<file path="src/rtl/fifo_pkg.sv">
// Shared FIFO helpers: counter-width calculation and parameter legality check.
package fifo_pkg;

  // Bits needed to hold an occupancy value from 0 to depth inclusive.
  function automatic int CNT_W(input int depth);
    return $clog2(depth + 1);
  endfunction

  // Legal FIFO geometry: at least two entries and AE_LEVEL < AF_LEVEL <= DEPTH.
  function automatic bit params_ok(input int width, input int depth,
                                   input int ae_level, input int af_level);
    return (width >= 1) && (depth >= 2) && (ae_level >= 0) &&
           (ae_level < af_level) && (af_level <= depth);
  endfunction

endpackage

</file>
<file path="src/rtl/sync_fifo_hs_if.sv">
// Handshake bundle between a producer/consumer (master) and the FIFO (slave).
//
// Handshake semantics: a write transfers on a clock edge where wr_en && wr_ready;
// a read pops the head on an edge where rd_en && rd_valid. rd_data is the head
// word and is meaningful only while rd_valid. wr_ready/rd_valid come from
// registered state only, so a master may drive wr_en/rd_en from them freely.
// Requests made while not ready/valid are dropped and flagged as errors.
interface sync_fifo_hs_if #(
  parameter int WIDTH = 16,
  parameter int DEPTH = 4
);
  import fifo_pkg::*;

  localparam int CW = CNT_W(DEPTH);

  logic             wr_en;
  logic [WIDTH-1:0] wr_data;
  logic             wr_ready;
  logic             rd_en;
  logic [WIDTH-1:0] rd_data;
  logic             rd_valid;
  logic [CW-1:0]    count;
  logic             almost_full;
  logic             almost_empty;
  logic             err_clr;
  logic             overflow;
  logic             underflow;

  modport master (
    output wr_en, wr_data, rd_en, err_clr,
    input  wr_ready, rd_data, rd_valid, count, almost_full, almost_empty,
           overflow, underflow
  );

  modport slave (
    input  wr_en, wr_data, rd_en, err_clr,
    output wr_ready, rd_data, rd_valid, count, almost_full, almost_empty,
           overflow, underflow
  );

endinterface

</file>
<file path="src/rtl/fifo_mem_rf.sv">
// DEPTH x WIDTH register file: one synchronous write port, one asynchronous
// read port. Contents are intentionally not reset.
module fifo_mem_rf #(
  parameter int WIDTH = 16,
  parameter int DEPTH = 4,
  parameter int AW    = 2
) (
  input  logic             i_clk,
  input  logic             i_we,
  input  logic [AW-1:0]    i_waddr,
  input  logic [WIDTH-1:0] i_wdata,
  input  logic [AW-1:0]    i_raddr,
  output logic [WIDTH-1:0] o_rdata
);

  logic [WIDTH-1:0] r_mem [DEPTH];

  // Store the incoming word at the write address on an accepted write.
  always_ff @(posedge i_clk) begin
    if (i_we) begin
      r_mem[i_waddr] <= i_wdata;
    end
  end

  assign o_rdata = r_mem[i_raddr];

endmodule

</file>
<file path="src/rtl/sync_fifo_hs.sv">
// Single-clock first-word-fall-through FIFO with valid/ready handshake,
// occupancy count, almost-full/empty flags and sticky overflow/underflow.
module sync_fifo_hs
  import fifo_pkg::*;
#(
  parameter int WIDTH    = 16,
  parameter int DEPTH    = 4,
  parameter int AF_LEVEL = 3,
  parameter int AE_LEVEL = 1
) (
  input  logic          clk,
  input  logic          rst,
  sync_fifo_hs_if.slave bus
);

  localparam int CW = CNT_W(DEPTH);
  localparam int PW = $clog2(DEPTH);

  localparam logic [PW-1:0] LAST_PTR = PW'(DEPTH - 1);
  localparam logic [CW-1:0] FULL_CNT = CW'(DEPTH);
  localparam logic [CW-1:0] AF_CNT   = CW'(AF_LEVEL);
  localparam logic [CW-1:0] AE_CNT   = CW'(AE_LEVEL);

  generate
    if (!params_ok(WIDTH, DEPTH, AE_LEVEL, AF_LEVEL)) begin : g_bad_params
      $error("sync_fifo_hs: illegal WIDTH/DEPTH/AE_LEVEL/AF_LEVEL combination");
    end
  endgenerate

  logic [PW-1:0]    r_wr_ptr;
  logic [PW-1:0]    r_rd_ptr;
  logic [CW-1:0]    r_count;
  logic             r_overflow;
  logic             r_underflow;

  logic             w_wr_ready;
  logic             w_rd_valid;
  logic             w_wr_acc;
  logic             w_rd_acc;
  logic [PW-1:0]    w_wr_ptr_nxt;
  logic [PW-1:0]    w_rd_ptr_nxt;
  logic [WIDTH-1:0] w_rd_data;

  // Status decoded purely from the registered count, never from wr_en/rd_en.
  assign w_wr_ready = (r_count != FULL_CNT);
  assign w_rd_valid = (r_count != '0);
  assign w_wr_acc   = bus.wr_en & w_wr_ready;
  assign w_rd_acc   = bus.rd_en & w_rd_valid;

  // Explicit wrap so DEPTH need not be a power of two.
  assign w_wr_ptr_nxt = (r_wr_ptr == LAST_PTR) ? '0 : r_wr_ptr + PW'(1);
  assign w_rd_ptr_nxt = (r_rd_ptr == LAST_PTR) ? '0 : r_rd_ptr + PW'(1);

  // Storage; writes are blocked while reset is held so nothing lands mid-reset.
  fifo_mem_rf #(
    .WIDTH (WIDTH),
    .DEPTH (DEPTH),
    .AW    (PW)
  ) u_mem (
    .i_clk   (clk),
    .i_we    (w_wr_acc & ~rst),
    .i_waddr (r_wr_ptr),
    .i_wdata (bus.wr_data),
    .i_raddr (r_rd_ptr),
    .o_rdata (w_rd_data)
  );

  // Advance pointers on accepted transfers and track occupancy.
  always_ff @(posedge clk or posedge rst) begin
    if (rst) begin
      r_wr_ptr <= '0;
      r_rd_ptr <= '0;
      r_count  <= '0;
    end else begin
      if (w_wr_acc) r_wr_ptr <= w_wr_ptr_nxt;
      if (w_rd_acc) r_rd_ptr <= w_rd_ptr_nxt;
      case ({w_wr_acc, w_rd_acc})
        2'b10:   r_count <= r_count + CW'(1);
        2'b01:   r_count <= r_count - CW'(1);
        default: r_count <= r_count;
      endcase
    end
  end

  // Sticky error flags; a new error on the same edge as err_clr keeps the flag set.
  always_ff @(posedge clk or posedge rst) begin
    if (rst) begin
      r_overflow  <= 1'b0;
      r_underflow <= 1'b0;
    end else begin
      r_overflow  <= (bus.wr_en & ~w_wr_ready) | (r_overflow  & ~bus.err_clr);
      r_underflow <= (bus.rd_en & ~w_rd_valid) | (r_underflow & ~bus.err_clr);
    end
  end

  assign bus.wr_ready     = w_wr_ready;
  assign bus.rd_valid     = w_rd_valid;
  assign bus.rd_data      = w_rd_data;
  assign bus.count        = r_count;
  assign bus.almost_full  = (r_count >= AF_CNT);
  assign bus.almost_empty = (r_count <= AE_CNT);
  assign bus.overflow     = r_overflow;
  assign bus.underflow    = r_underflow;

endmodule

</file>
<file path="src/flat_wrapper.sv">
// flat-port wrapper written by rule: the top's interface ports become plain ports
module sync_fifo_hs_flat import fifo_pkg::*;
#(
  parameter int WIDTH    = 16,
  parameter int DEPTH    = 4,
  parameter int AF_LEVEL = 3,
  parameter int AE_LEVEL = 1
)
  (clk, rst, bus_wr_en, bus_wr_data, bus_rd_en, bus_err_clr, bus_wr_ready, bus_rd_data, bus_rd_valid, bus_count, bus_almost_full, bus_almost_empty, bus_overflow, bus_underflow);
  sync_fifo_hs_if #(.WIDTH(WIDTH), .DEPTH(DEPTH)) bus_i ();
  input  logic clk;
  input  logic rst;
  input wire logic [$bits(bus_i.wr_en)-1:0] bus_wr_en;
  input wire logic [$bits(bus_i.wr_data)-1:0] bus_wr_data;
  input wire logic [$bits(bus_i.rd_en)-1:0] bus_rd_en;
  input wire logic [$bits(bus_i.err_clr)-1:0] bus_err_clr;
  output wire logic [$bits(bus_i.wr_ready)-1:0] bus_wr_ready;
  output wire logic [$bits(bus_i.rd_data)-1:0] bus_rd_data;
  output wire logic [$bits(bus_i.rd_valid)-1:0] bus_rd_valid;
  output wire logic [$bits(bus_i.count)-1:0] bus_count;
  output wire logic [$bits(bus_i.almost_full)-1:0] bus_almost_full;
  output wire logic [$bits(bus_i.almost_empty)-1:0] bus_almost_empty;
  output wire logic [$bits(bus_i.overflow)-1:0] bus_overflow;
  output wire logic [$bits(bus_i.underflow)-1:0] bus_underflow;
  assign bus_i.wr_en = bus_wr_en;
  assign bus_i.wr_data = bus_wr_data;
  assign bus_i.rd_en = bus_rd_en;
  assign bus_i.err_clr = bus_err_clr;
  assign bus_wr_ready = bus_i.wr_ready;
  assign bus_rd_data = bus_i.rd_data;
  assign bus_rd_valid = bus_i.rd_valid;
  assign bus_count = bus_i.count;
  assign bus_almost_full = bus_i.almost_full;
  assign bus_almost_empty = bus_i.almost_empty;
  assign bus_overflow = bus_i.overflow;
  assign bus_underflow = bus_i.underflow;
  sync_fifo_hs #(.WIDTH(WIDTH), .DEPTH(DEPTH), .AF_LEVEL(AF_LEVEL), .AE_LEVEL(AE_LEVEL)) u_core (.clk(clk), .rst(rst), .bus(bus_i));
endmodule
</file>
<file path="config.mk">
export PLATFORM = sky130hd
export DESIGN_NAME = sync_fifo_hs_flat
export DESIGN_NICKNAME = d
export VERILOG_FILES = /design/src/rtl/fifo_pkg.sv /design/src/rtl/sync_fifo_hs_if.sv /design/src/rtl/fifo_mem_rf.sv /design/src/rtl/sync_fifo_hs.sv /design/src/flat_wrapper.sv
export SDC_FILE = /design/constraint.sdc
export NUM_CORES = 1
export LEC_CHECK = 0
export BUFFER_PORTS_ARGS = -buffer_cell sky130_fd_sc_hd__buf_2
export CAP_MARGIN = 30
export CORE_MARGIN = 1
export CORE_UTILIZATION = 45
export DETAILED_ROUTE_END_ITERATION = 12
export PLACE_DENSITY = 0.72
export SLEW_MARGIN = 15
export SYNTH_ARGS = -nofsm -noshare
export SYNTH_HDL_FRONTEND = slang
export SYNTH_SLANG_ARGS = --single-unit
</file>
<file path="constraint.sdc">
create_clock -name clk -period 2.4 [get_ports clk]
set_input_delay 0.48 -clock clk [delete_from_list [all_inputs] [get_ports clk]]
set_output_delay 0.48 -clock clk [all_outputs]
set_load 0.05 [all_outputs]
</file>
# Word level (Yosys, flattened, before mapping)
# Memories as Yosys holds them, arrays and structs flattened.
# Cells that the tools add are included.
# W data, S select, Z words.
classes:
  add_sub_neg: 4
  n_mul: 0
  n_div: 0
  n_lt_le_gt_ge: 2
  eq_ne: 5
  shift: 0
  n_mux: 5
  bitwise: 13
  n_reduce_logical: 2
ops:
  columns: ["op", "count"]
  rows:
  - ["$and A1 B1 Y1", 7]
  - ["$eq A2 B2 Y1 const B", 3]
  - ["$pmux W3 S2", 1]
  - ["$add A2 B1 Y2 const B", 2]
  - ["$mux W2", 2]
  - ["$not A1 Y1", 4]
  - ["$add A3 B1 Y3 const B", 1]
  - ["$ge A3 B2 Y1 const B", 1]
  - ["$le A3 B1 Y1 const B", 1]
  - ["$ne A3 B3 Y1 const B", 1]
  - ["$reduce_bool A3 Y1", 1]
  - ["$sub A3 B1 Y3 const B", 1]
  - ["$eq A2 B1 Y1 const B", 1]
  - ["$mux W1", 2]
  - ["$or A1 B1 Y1", 2]
  - ["$reduce_bool A2 Y1", 1]
totals:
  regBits: 9
  latchBits: 0
  ramBits: 64
  rom_bits: 0
  inputBits: 21
  word_cells: 37
  mem_count: 1
mem_list:
  columns: ["memory", "words", "word_bits", "rd", "rd_ports_with_merged_regs", "write_ports", "line_no", "source"]
  rows:
  - ["u_core.u_mem.r_mem", 4, 16, 1, 0, 1, "fifo_mem_rf.sv:16", "logic [WIDTH-1:0] r_mem [DEPTH];"]

# Longest topological paths before layout
# Gate-level depths: netlist of run 1.
depth:
  ltp_word: 5
  depth_mapped: 9

# By module
# A second synthesis of run 1 with hierarchy kept.
unflattened:
  hier_cells: 140
  hier_area_um2: 2914.0
modules_own_cells:
  columns: ["mod", "instances", "cells_per_inst", "area_per_inst_um2", "seq_area_each_um2"]
  rows:
  - ["fifo_mem_rf", 1, 88, 2377.3, 1921.8]
  - ["sync_fifo_hs", 1, 52, 536.8, 225.2]

# Worst setup path after synthesis of run 1
# OpenSTA, ideal clock, no wires.
synth_timing:
  path_type: "reg2out"
  from: "register u_core.r_count[0] (netlist: u_core.bus.count[0])"
  to: "output port bus_almost_full"
  arrival_ns: 1.980
  required_ns: 1.920
  setup_slack_ns: -0.060
  stages_incl_launch_ff: 3
  n_path_buf: 0
  path_cell_list: "dfrtp_1 -> inv_1 -> o21ai_0"
synth_between:
  elab_chain_cells: 1
synth_rtl:
  columns: ["item", "line_no", "source"]
  rows:
  - ["start: declaration", "sync_fifo_hs.sv:32", "logic [CW-1:0] r_count;"]
  - ["start signal: assignment", "sync_fifo_hs.sv:78", "2'b10: r_count <= r_count + CW'(1);"]
  - ["start signal: assignment", "sync_fifo_hs.sv:79", "2'b01: r_count <= r_count - CW'(1);"]
  - ["start signal: assignment", "sync_fifo_hs.sv:80", "default: r_count <= r_count;"]
  - ["$ge A3 B2 Y1", "sync_fifo_hs.sv:100", "assign bus.almost_full = (r_count >= AF_CNT);"]
  - ["end: declaration", "flat_wrapper.sv:21", "output wire logic [$bits(bus_i.almost_full)-1:0] bus_almost_full;"]
# Every way passes these cells.

# Worst setup path after layout of run 1
layout_timing:
  from: "register u_core.r_rd_ptr[0]"
  to: "output port bus_rd_data[15]"
layout_between:
  elab_chain_cells: 1
layout_rtl:
  columns: ["item", "line_no", "source"]
  rows:
  - ["start: declaration", "sync_fifo_hs.sv:31", "logic [PW-1:0] r_rd_ptr;"]
  - ["start signal: assignment", "sync_fifo_hs.sv:76", "if (w_rd_acc) r_rd_ptr <= w_rd_ptr_nxt;"]
  - ["$mem_v2 Z4 W16", null, null]
  - ["end: declaration", "flat_wrapper.sv:18", "output wire logic [$bits(bus_i.rd_data)-1:0] bus_rd_data;"]
# Every way passes these cells.

==> results of run 1 <==
## worst max-delay path: stages, from the launching register on
cell and delay (ns):
dfrtp_1 0.52, buf_12 0.19, mux4_1 0.56, buf_2 0.23
## cell families after synthesis
family | synth area share (%)
and+or+nand+nor | 2.42
buffers and inverters | 2.81
AOI/OAI and AO/OA | 2.08
xor gates and xnor gates | 0.596
muxes | 14.4
adders and majority gates | 4.68
DFF | 73.0
## placed cells by master (no fill, tap or decap), drive strengths merged
cell and n:
o21ai 3, nand2 3, clkbuf 9, and2 4, a21bo 1, a21o 1, dfrtp 9, buf 54
a21oi 2, o22ai 2, mux2 3, xnor2 2, clkinv 6, inv 11, ha 11, nand3 1
a31oi 1, nor3 1, nand2b 1, mux4 16, edfxtp 64, nor2 5
## final timing paths
kind,to,slack [ns],cells after the start
worst max-delay path,bus_rd_data[15],0.10,3
worst min-delay path,u_core.bus.underflow$_DFF_PP0_,0.12,2
worst max register to register,u_core.u_mem.r_mem[1][8]$_DFFE_PP_,0.40,6
worst min register to register,u_core.bus.underflow$_DFF_PP0_,0.55,2
max in group asynchronous,u_core.r_rd_ptr[1]$_DFFE_PP0N_,2.00,2
min in group clk,u_core.bus.overflow$_DFF_PP0_,0.35,2
## power by group through the flow
stage          Sequential, mW  Clock (mW)  Combinational [mW]
5_1_grt                  1.77       0.854                2.13
3_3_place_gp             1.76           0                2.01
3_5_place_dp             1.77           0                2.03
2_1_floorplan            1.81           0                1.53
4_1_cts                  1.75       0.800                2.04
6_report                 1.74       0.776                2.01
## layer usage
| metal | part of all wire (%) | global-route usage (%) |
|---|---|---|
| met5 | 0 | 0 |
| met2 | 54 | 28.0 |
| met4 | 0.97 | 4.70 |
| met3 | 4.6 | 5.47 |
| met1 | 41 | 17.7 |
## area by class of cell
cell class | count | share of cell area (%)
Clock buffer | 9 | 3.55
Inverter | 11 | 1.18
Multi-Input combinational cell | 57 | 20.4
Timing Repair Buffer | 54 | 9.47
Tap cell | 77 | 2.76
Clock inverter | 6 | 1.04
Sequential cell | 73 | 61.6
## registers in the layout, summed over array words and instances, names as in the netlist
| signal | cells |
|---|---|
| u_core.bus.count | 3 |
| u_core.bus.overflow | 1 |
| u_core.bus.underflow | 1 |
| u_core.r_wr_ptr | 2 |
| u_core.r_rd_ptr | 2 |
| u_core.u_mem.r_mem | 64 |
==> qor.txt, run 1 <==
Area after DPL -> 3330 um^2
Final setup viols -> 0
worst hold path class -> in2async
Core Region -> 6310 um^2
Max-cap violations -> 0
Final Hold Fails -> 0
PwrDens -> 1300 nW/um^2
Least-Margin Pin Slew -> 0.412 ns
I/O pin total -> 46
clk_skew -> 0.00831 ns
most frequent cell after synthesis -> edfxtp_1
share of the synthesized area in the top cell type -> 65.3%
Final min period -> 2.30 ns
Ant. Diodes -> 0
DP HPWL -> 3370 um
Vert. Die Dim -> 82.9 um
area of the mapped netlist -> 2940 um^2
Slew headroom -> 72.6%
Num CTS Buffers -> 9
Post-Syn Area per Cell -> 20.3 um^2
unrepaired setup endpoints after global routing -> false
Synth cell types -> 23
largest net degree at the start of global routing -> 19
Seq pwr share -> 38.5%
Max Slew Vio Count -> 0
CP max FO -> 9
All-Layer GR Usage -> 15.7%
post-CTS sizing -> 0
Final TNS setup -> 0 ns
P_leak -> 1.35 nW
initial antenna violation count -> 0
hold buffer count at cts -> 0
Power, Total -> 4.52 mW
worst slack at placement -> 0.422 ns
Cell Count, Final, Fillers Out -> 287
Post-Syn Nets -> 177
Final Wtd Congestion -> 0.676
Reg clk slew, reported paths -> 0.07 ns
via density per instance -> 5.10
synth warn -> 0
CTS tree -> yes
register area -> 2150 um^2
Initial Util -> 46.6%
# DRC -> 0
Worst EP arrival -> 1.82 ns
FILL cells -> 525
Critical R2R Launch -> u_core.bus.count[1]$_DFFE_PP0P_
Synth Register Bits -> 73
H-tree depth -> 3
Psw -> 1.91 mW
peak supply drop -> 1.02 mV
initial DRC count -> 47
final period utilization -> 95.7%
Clock Power Share -> 17.1%
Worst Slack Setup Final -> 0.103 ns
P&R area growth vs syn -> 18.6%
Commonest cells post-synth -> edfxtp_1, ha_1, inv_1
Post-DRT Antenna Nets -> 0
CP Launch Point -> u_core.r_rd_ptr[0]$_DFFE_PP0N_
number of global-route vias before repair -> 1580
EDFF count, synth -> 64
share of the yosys chip area belonging to registers -> 73.0%
iteration count of the initial detailed-routing pass -> 3
Main synth FF type -> edfxtp_1
logic gate share of total power -> 44.4%
Final nets -> 238
P_int -> 2.62 mW
Post-CTS Setup Inserts -> 0
Post-synth ARST share -> 12.3%
# port buffers -> 45
final wirelength -> 4830 um
Sw Ratio -> 42.2%
GRT overflow -> 0
Clock Tree Buf Depth -> 2
area of the multi-input gates -> 712 um^2
number of instances in the placed design -> 272
CP Class -> reg2out
cell count after synthesis -> 145
clock sink count -> 73
Final Core Density -> 55.3%
Synth area leaders -> edfxtp_1, dfrtp_1, mux4_1
first-pass GRT wire length -> 7980 um
WL per Instance -> 16.8 um
Setup crit end kind -> output pin
Synth area leader -> edfxtp_1
Row Count -> 29
Root Driver -> clkbuf_8
CP required -> 1.92 ns
share of layout cells above drive strength 1 -> 38.6%
vias -> 1464
clock latency on the worst-skew pair -> 0.33 ns
Max Clk Rate -> 435 MHz
cell area after layout -> 3490 um^2
overall die width -> 82.9 um
status -> complete, no violations
die area -> 6860 um^2
Critical Path Start Type -> flip-flop
WHS -> 0.122 ns
No activity file was read; power rests on OpenSTA's default activity.
==> inputs of run 2 (changes only) <==
--- a/config.mk
+++ b/config.mk
@@ -5,12 +5,13 @@
 export SDC_FILE = /design/constraint.sdc
 export NUM_CORES = 1
 export LEC_CHECK = 0
+export ABC_AREA = 1
 export BUFFER_PORTS_ARGS = -buffer_cell sky130_fd_sc_hd__buf_2
 export CAP_MARGIN = 30
 export CORE_MARGIN = 1
 export CORE_UTILIZATION = 45
 export DETAILED_ROUTE_END_ITERATION = 12
-export PLACE_DENSITY = 0.72
+export PLACE_DENSITY = 0.71
 export SLEW_MARGIN = 15
 export SYNTH_ARGS = -nofsm -noshare
 export SYNTH_HDL_FRONTEND = slang
==> qor.txt, run 2 <==
status -> complete, no violations
GRT overflow -> 0
Final Hold Fails -> 0
Core Region -> 7290 um^2
WP buf/inv -> 2
CP max stage delay -> 0.56 ns
Main synth FF type -> edfxtp_1
Synth Register Bits -> 73
PwrDens -> 1370 nW/um^2
WHS -> 0.0481 ns
peak supply drop -> 0.633 mV
Final setup viols -> 0
Root Driver -> clkbuf_8
Largest Register -> u_core.u_mem.r_mem
overall die width -> 89.1 um
Max-cap violations -> 0
unrepaired setup endpoints after global routing -> false
synth warn -> 0
via density per instance -> 4.70
cell count after synthesis -> 267
Row Count -> 31
Num CTS Buffers -> 9
critical-path cell list -> buf_4, o211ai_2, nand2_1, buf_2
area of the mapped netlist -> 3410 um^2
Post-synth ARST share -> 12.3%
final wirelength -> 5780 um
Worst EP arrival -> 1.62 ns
Top delay family on crit path -> flip-flops
I/O pin total -> 46
vias -> 1988
# port buffers -> 45
FILL cells -> 654
Power, Total -> 5.42 mW
Post-DRT Antenna Nets -> 0
Max stage delay cell, worst path -> dfrtp_2
Slew headroom -> 75.4%
P_leak -> 1.68 nW
clk_skew -> 0.0102 ns
worst slack at placement -> 0.456 ns
initial DRC count -> 79
Least-Margin Pin Slew -> 0.369 ns
Area after DPL -> 3700 um^2
Psw -> 2.46 mW
cell area after layout -> 3940 um^2
CP Class -> reg2out
Sw Ratio -> 45.4%
H-tree depth -> 3
Clock Power Share -> 21.0%
clock sink count -> 73
most frequent cell after synthesis -> edfxtp_1
largest net degree at the start of global routing -> 68
Synth area leaders -> edfxtp_1, o211ai_2, dfrtp_1
Reg clk slew, reported paths -> 0.08 ns
Max Clk Rate -> 477 MHz
logic gate share of total power -> 47.4%
Setup crit end kind -> output pin
Ant. Diodes -> 0
Seq pwr share -> 31.5%
most frequent cells in the layout -> edfxtp_1, inv_1, buf_2
iteration count of the initial detailed-routing pass -> 4
P_int -> 2.96 mW
first-pass GRT wire length -> 9080 um
Synth cell types -> 25
P&R area growth vs syn -> 15.5%
CP max FO -> 14
register area -> 2150 um^2
Commonest cells post-synth -> edfxtp_1, inv_1, nand2_1
DP HPWL -> 3670 um
CP required -> 1.92 ns
CTS tree -> yes
EDFF count, synth -> 64
Synth area leader -> edfxtp_1
Clock Tree Buf Depth -> 2
area of the multi-input gates -> 951 um^2
Final nets -> 351
Post-Syn Area per Cell -> 12.8 um^2
number of global-route vias before repair -> 1900
final period utilization -> 87.3%
share of layout cells above drive strength 1 -> 40.4%
Post-Syn Nets -> 299
Max Slew Vio Count -> 0
clock latency on the worst-skew pair -> 0.35 ns
hold buffer count at cts -> 0
Final Wtd Congestion -> 0.722
Critical Path Start Type -> flip-flop
Vert. Die Dim -> 89.1 um
number of flip-flops in the largest register -> 64
Worst Slack Setup Final -> 0.305 ns
All-Layer GR Usage -> 16.1%
die area -> 7930 um^2
Initial Util -> 46.8%
share of the yosys chip area belonging to registers -> 62.9%
WL per Instance -> 13.7 um
most common cell after layout, fill and taps aside -> edfxtp_1
worst hold path class -> in2async
Final min period -> 2.10 ns
share of the synthesized area in the top cell type -> 56.3%
# DRC -> 0
initial antenna violation count -> 0
==> run 2: changes by cell type after synthesis, sizes merged, moves of 4 or more <==
| cell | change |
|---|---|
| nand2 | +69 |
| inv | +38 |
| o211ai | +32 |
| mux4 | -16 |
| buf | +6 |
| and2 | -4 |
==> run 2: worst reg2reg max path, stage by stage (launching register included) <==
cell	delay, ns
dfrtp_1	0.42
inv_1	0.11
ha_1	0.29
nand2_2	0.12
nand2_4	0.07
inv_2	0.08
nand2_2	0.09
nor2_2	0.10
buf_4	0.27
==> run 2: layout make-up <==
type | instances | area share, %
Tap cell | 99 | 3.14
Sequential cell | 73 | 54.6
Clock buffer | 11 | 3.33
Multi-Input combinational cell | 133 | 24.1
Clock inverter | 5 | 2.64
Timing Repair Buffer | 51 | 7.18
Inverter | 51 | 5.02
==> run 2: per-layer routing <==
layer / part of all wire, % / vias up / global-route usage, %
li1: - / 996 / -
met1: 45 / 948 / 20.2
met2: 49 / 37 / 25.6
met3: 4.3 / 7 / 5.17
met4: 1.3 / 0 / 7.36
met5: 0 / - / 0
==> run 2: logic make-up (layout without fill, tap and decap cells) <==
group                    count (synthesis)  count (layout)  share of synthesized area, %
adder cells (fa/ha/maj)                 11              11                          4.03
AND/OR/NAND/NOR                         82              82                          11.8
AO/OA/AOI/OAI                           38              38                          11.3
XOR/XNOR                                 2               2                         0.513
buffers and inverters                   61             118                          9.50
flip-flops                              73              73                          62.9
==> run 2: per-stage QoR <==
stage / setup TNS (ns) / std cells / utilization (%)
CTS: 0 / 423 / 54.0
global placement: 0 / 407 / 50.8
detailed placement: 0 / 407 / 50.8
floorplan: -6.96 / 267 / -
global route: 0 / 423 / 54.0
finish: 0 / 423 / 54.0
==> run 2: path summary, 6_finish.rpt <==
| path | start | to | slack [ns] | depth (start not counted) |
|---|---|---|---|---|
| worst min register to register | u_core.bus.underflow$_DFF_PP0_ | u_core.bus.underflow$_DFF_PP0_ | 0.51 | 2 |
| worst min-delay path | rst | u_core.r_rd_ptr[1]$_DFFE_PP0N_ | 0.05 | 2 |
| worst max-delay path | u_core.r_rd_ptr[1]$_DFFE_PP0N_ | bus_rd_data[3] | 0.30 | 4 |
| max in group asynchronous | rst | u_core.r_rd_ptr[0]$_DFFE_PP0N_ | 2.13 | 2 |
| min in group clk | bus_err_clr | u_core.bus.overflow$_DFF_PP0_ | 0.31 | 2 |
| worst max register to register | u_core.bus.count[0]$_DFFE_PP0P_ | u_core.u_mem.r_mem[0][9]$_DFFE_PP_ | 0.52 | 8 |
==> run 2: repair_timing <==
action / CTS / global route
setup buffers: 0 / 0
resized for setup: 0 / 1
setup endpoints to repair: 0 / 12
==> run 2: power by group through the flow <==
stage                     Clock [mW]  Combinational (mW)  Sequential (mW)
after floorplan                    0                2.14             1.81
after global placement             0                2.56             1.73
after detailed placement           0                2.60             1.73
after CTS                       1.16                2.61             1.71
after global routing            1.21                2.79             1.73
final                           1.14                2.57             1.71
==> inputs of run 3 (changes only) <==
--- a/config.mk
+++ b/config.mk
@@ -11,7 +11,7 @@
 export CORE_MARGIN = 1
 export CORE_UTILIZATION = 45
 export DETAILED_ROUTE_END_ITERATION = 12
-export PLACE_DENSITY = 0.71
+export PLACE_DENSITY = 0.66
 export SLEW_MARGIN = 15
 export SYNTH_ARGS = -nofsm -noshare
 export SYNTH_HDL_FRONTEND = slang
==> qor.txt, run 3 (same netlist as run 2, synthesis figures left out) <==
share of layout cells above drive strength 1 -> 41.3%
Initial Util -> 46.8%
Max Slew Vio Count -> 0
CP Launch Point -> u_core.r_rd_ptr[0]$_DFFE_PP0N_
unrepaired setup endpoints after global routing -> false
final wirelength -> 5720 um
Critical Path Start Type -> flip-flop
CP max stage delay -> 0.64 ns
Worst EP arrival -> 1.73 ns
DP HPWL -> 3900 um
Top delay family on crit path -> flip-flops
# port buffers -> 45
Area after DPL -> 3750 um^2
reg-to-reg endpoint -> u_core.u_mem.r_mem[2][9]$_DFFE_PP_
Final Wtd Congestion -> 0.765
initial antenna violation count -> 0
CP max FO -> 25
post-CTS sizing -> 0
number of instances in the placed design -> 412
Setup crit end -> bus_rd_data[12]
FILL cells -> 639
Slew headroom -> 71.3%
initial DRC count -> 66
WP buf/inv -> 2
Final nets -> 356
worst hold path class -> in2async
H-tree depth -> 3
Largest Register -> u_core.u_mem.r_mem
cells on worst reg2reg path -> 8
Least-Margin Pin Slew -> 0.430 ns
Final Core Density -> 54.5%
largest net degree at the start of global routing -> 29
number of flip-flops in the largest register -> 64
Final TNS setup -> 0 ns
Post-CTS Setup Inserts -> 0
I/O pin total -> 46
Final min period -> 2.21 ns
flop-to-flop setup slack -> 0.40 ns
clock sink count -> 73
iteration count of the initial detailed-routing pass -> 4
Critical R2R Launch -> u_core.bus.count[0]$_DFFE_PP0P_
Final setup viols -> 0
worst slack at placement -> 0.375 ns
peak supply drop -> 0.685 mV
WHS -> 0.0461 ns
All-Layer GR Usage -> 16.3%
Cell Count, Final, Fillers Out -> 428
Vert. Die Dim -> 89.1 um
cell area after layout -> 3970 um^2
CP Class -> reg2out
P&R area growth vs syn -> 16.4%
Final Hold Fails -> 0
via density per instance -> 4.64
Post-DRT Antenna Nets -> 0
clock latency on the worst-skew pair -> 0.34 ns
status -> complete, no violations
final period utilization -> 92.0%
Clock Tree Buf Depth -> 2
WL per Instance -> 13.4 um
Setup crit end kind -> output pin
overall die width -> 89.1 um
vias -> 1986
number of global-route vias before repair -> 1860
Ant. Diodes -> 0
CP required -> 1.92 ns
Crit. path cell count -> 4
die area -> 7930 um^2
Reg clk slew, reported paths -> 0.07 ns
critical-path cell list -> buf_12, o211ai_1, nand2_2, buf_2
Worst Slack Setup Final -> 0.192 ns
# DRC -> 0
most frequent cells in the layout -> edfxtp_1, inv_1, buf_2
Power, Total -> 5.38 mW
Max Clk Rate -> 453 MHz
PwrDens -> 1350 nW/um^2
Core Region -> 7290 um^2
CTS tree -> yes
GRT overflow -> 0
first-pass GRT wire length -> 9080 um
Root Driver -> clkbuf_8
clk_skew -> 0.00586 ns
Max-cap violations -> 0
most common cell after layout, fill and taps aside -> edfxtp_1
Num CTS Buffers -> 9
P_leak -> 1.70 nW
Row Count -> 31
Max stage delay cell, worst path -> dfrtp_2
hold buffer count at cts -> 0
[run 3: cell types whose count changed in the layout (fill, tap and decap cells not counted)]
cell and change:
clkbuf_1 -2, clkinvlp_4 +1, dfrtp_1 +1, buf_4 +4, clkinv_1 +1, buf_12 +1, inv_6 +1, dfrtp_2 -1
bufinv_16 -1
[run 3: per-layer routing]
metal,up-vias,GRT usage (%),wire length (um)
met5,-,0,0
met4,0,8.23,99
met3,10,3.51,185
met2,44,27.1,2840
met1,924,20.2,2600
li1,1008,-,-
[run 3: worst register-to-register path, delay by kind of cell (launching register included)]
kind / cells / cell delay [ns]
flops: 1 / 0.43
fa+ha+maj: 1 / 0.29
buf+inv: 3 / 0.42
simple gates: 4 / 0.59
[run 3: power breakdown]
group,internal [mW],leakage (nW),switching (mW)
combinational,0.742,0.901,1.86
sequential,1.57,0.689,0.172
clock,0.585,0.107,0.455
total,2.90,1.70,2.48
[run 3: cell type report]
| cell class | instances | area, um^2 | share of cell area [%] |
|---|---|---|---|
| Tap cell | 99 | 124 | 3.12 |
| Timing Repair Buffer | 56 | 333 | 8.38 |
| Clock inverter | 7 | 93.8 | 2.36 |
| Inverter | 51 | 198 | 4.98 |
| Sequential cell | 73 | 2150 | 54.1 |
| Clock buffer | 9 | 124 | 3.12 |
| Multi-Input combinational cell | 133 | 951 | 23.9 |
[run 3: how the worst min path moves through the flow]
stage,from,endpoint,slack [ns],cells after the start
2_1_floorplan,rst,u_core.bus.count[0]$_DFFE_PP0P_,0.27,1
6_report,rst,u_core.r_wr_ptr[0]$_DFFE_PP0P_,0.05,2
5_1_grt,rst,u_core.bus.overflow$_DFF_PP0_,0.06,2
4_1_cts,rst,u_core.bus.overflow$_DFF_PP0_,0.04,2
3_5_place_dp,rst,u_core.bus.overflow$_DFF_PP0_,0.41,2
3_3_place_gp,rst,u_core.bus.underflow$_DFF_PP0_,0.41,2
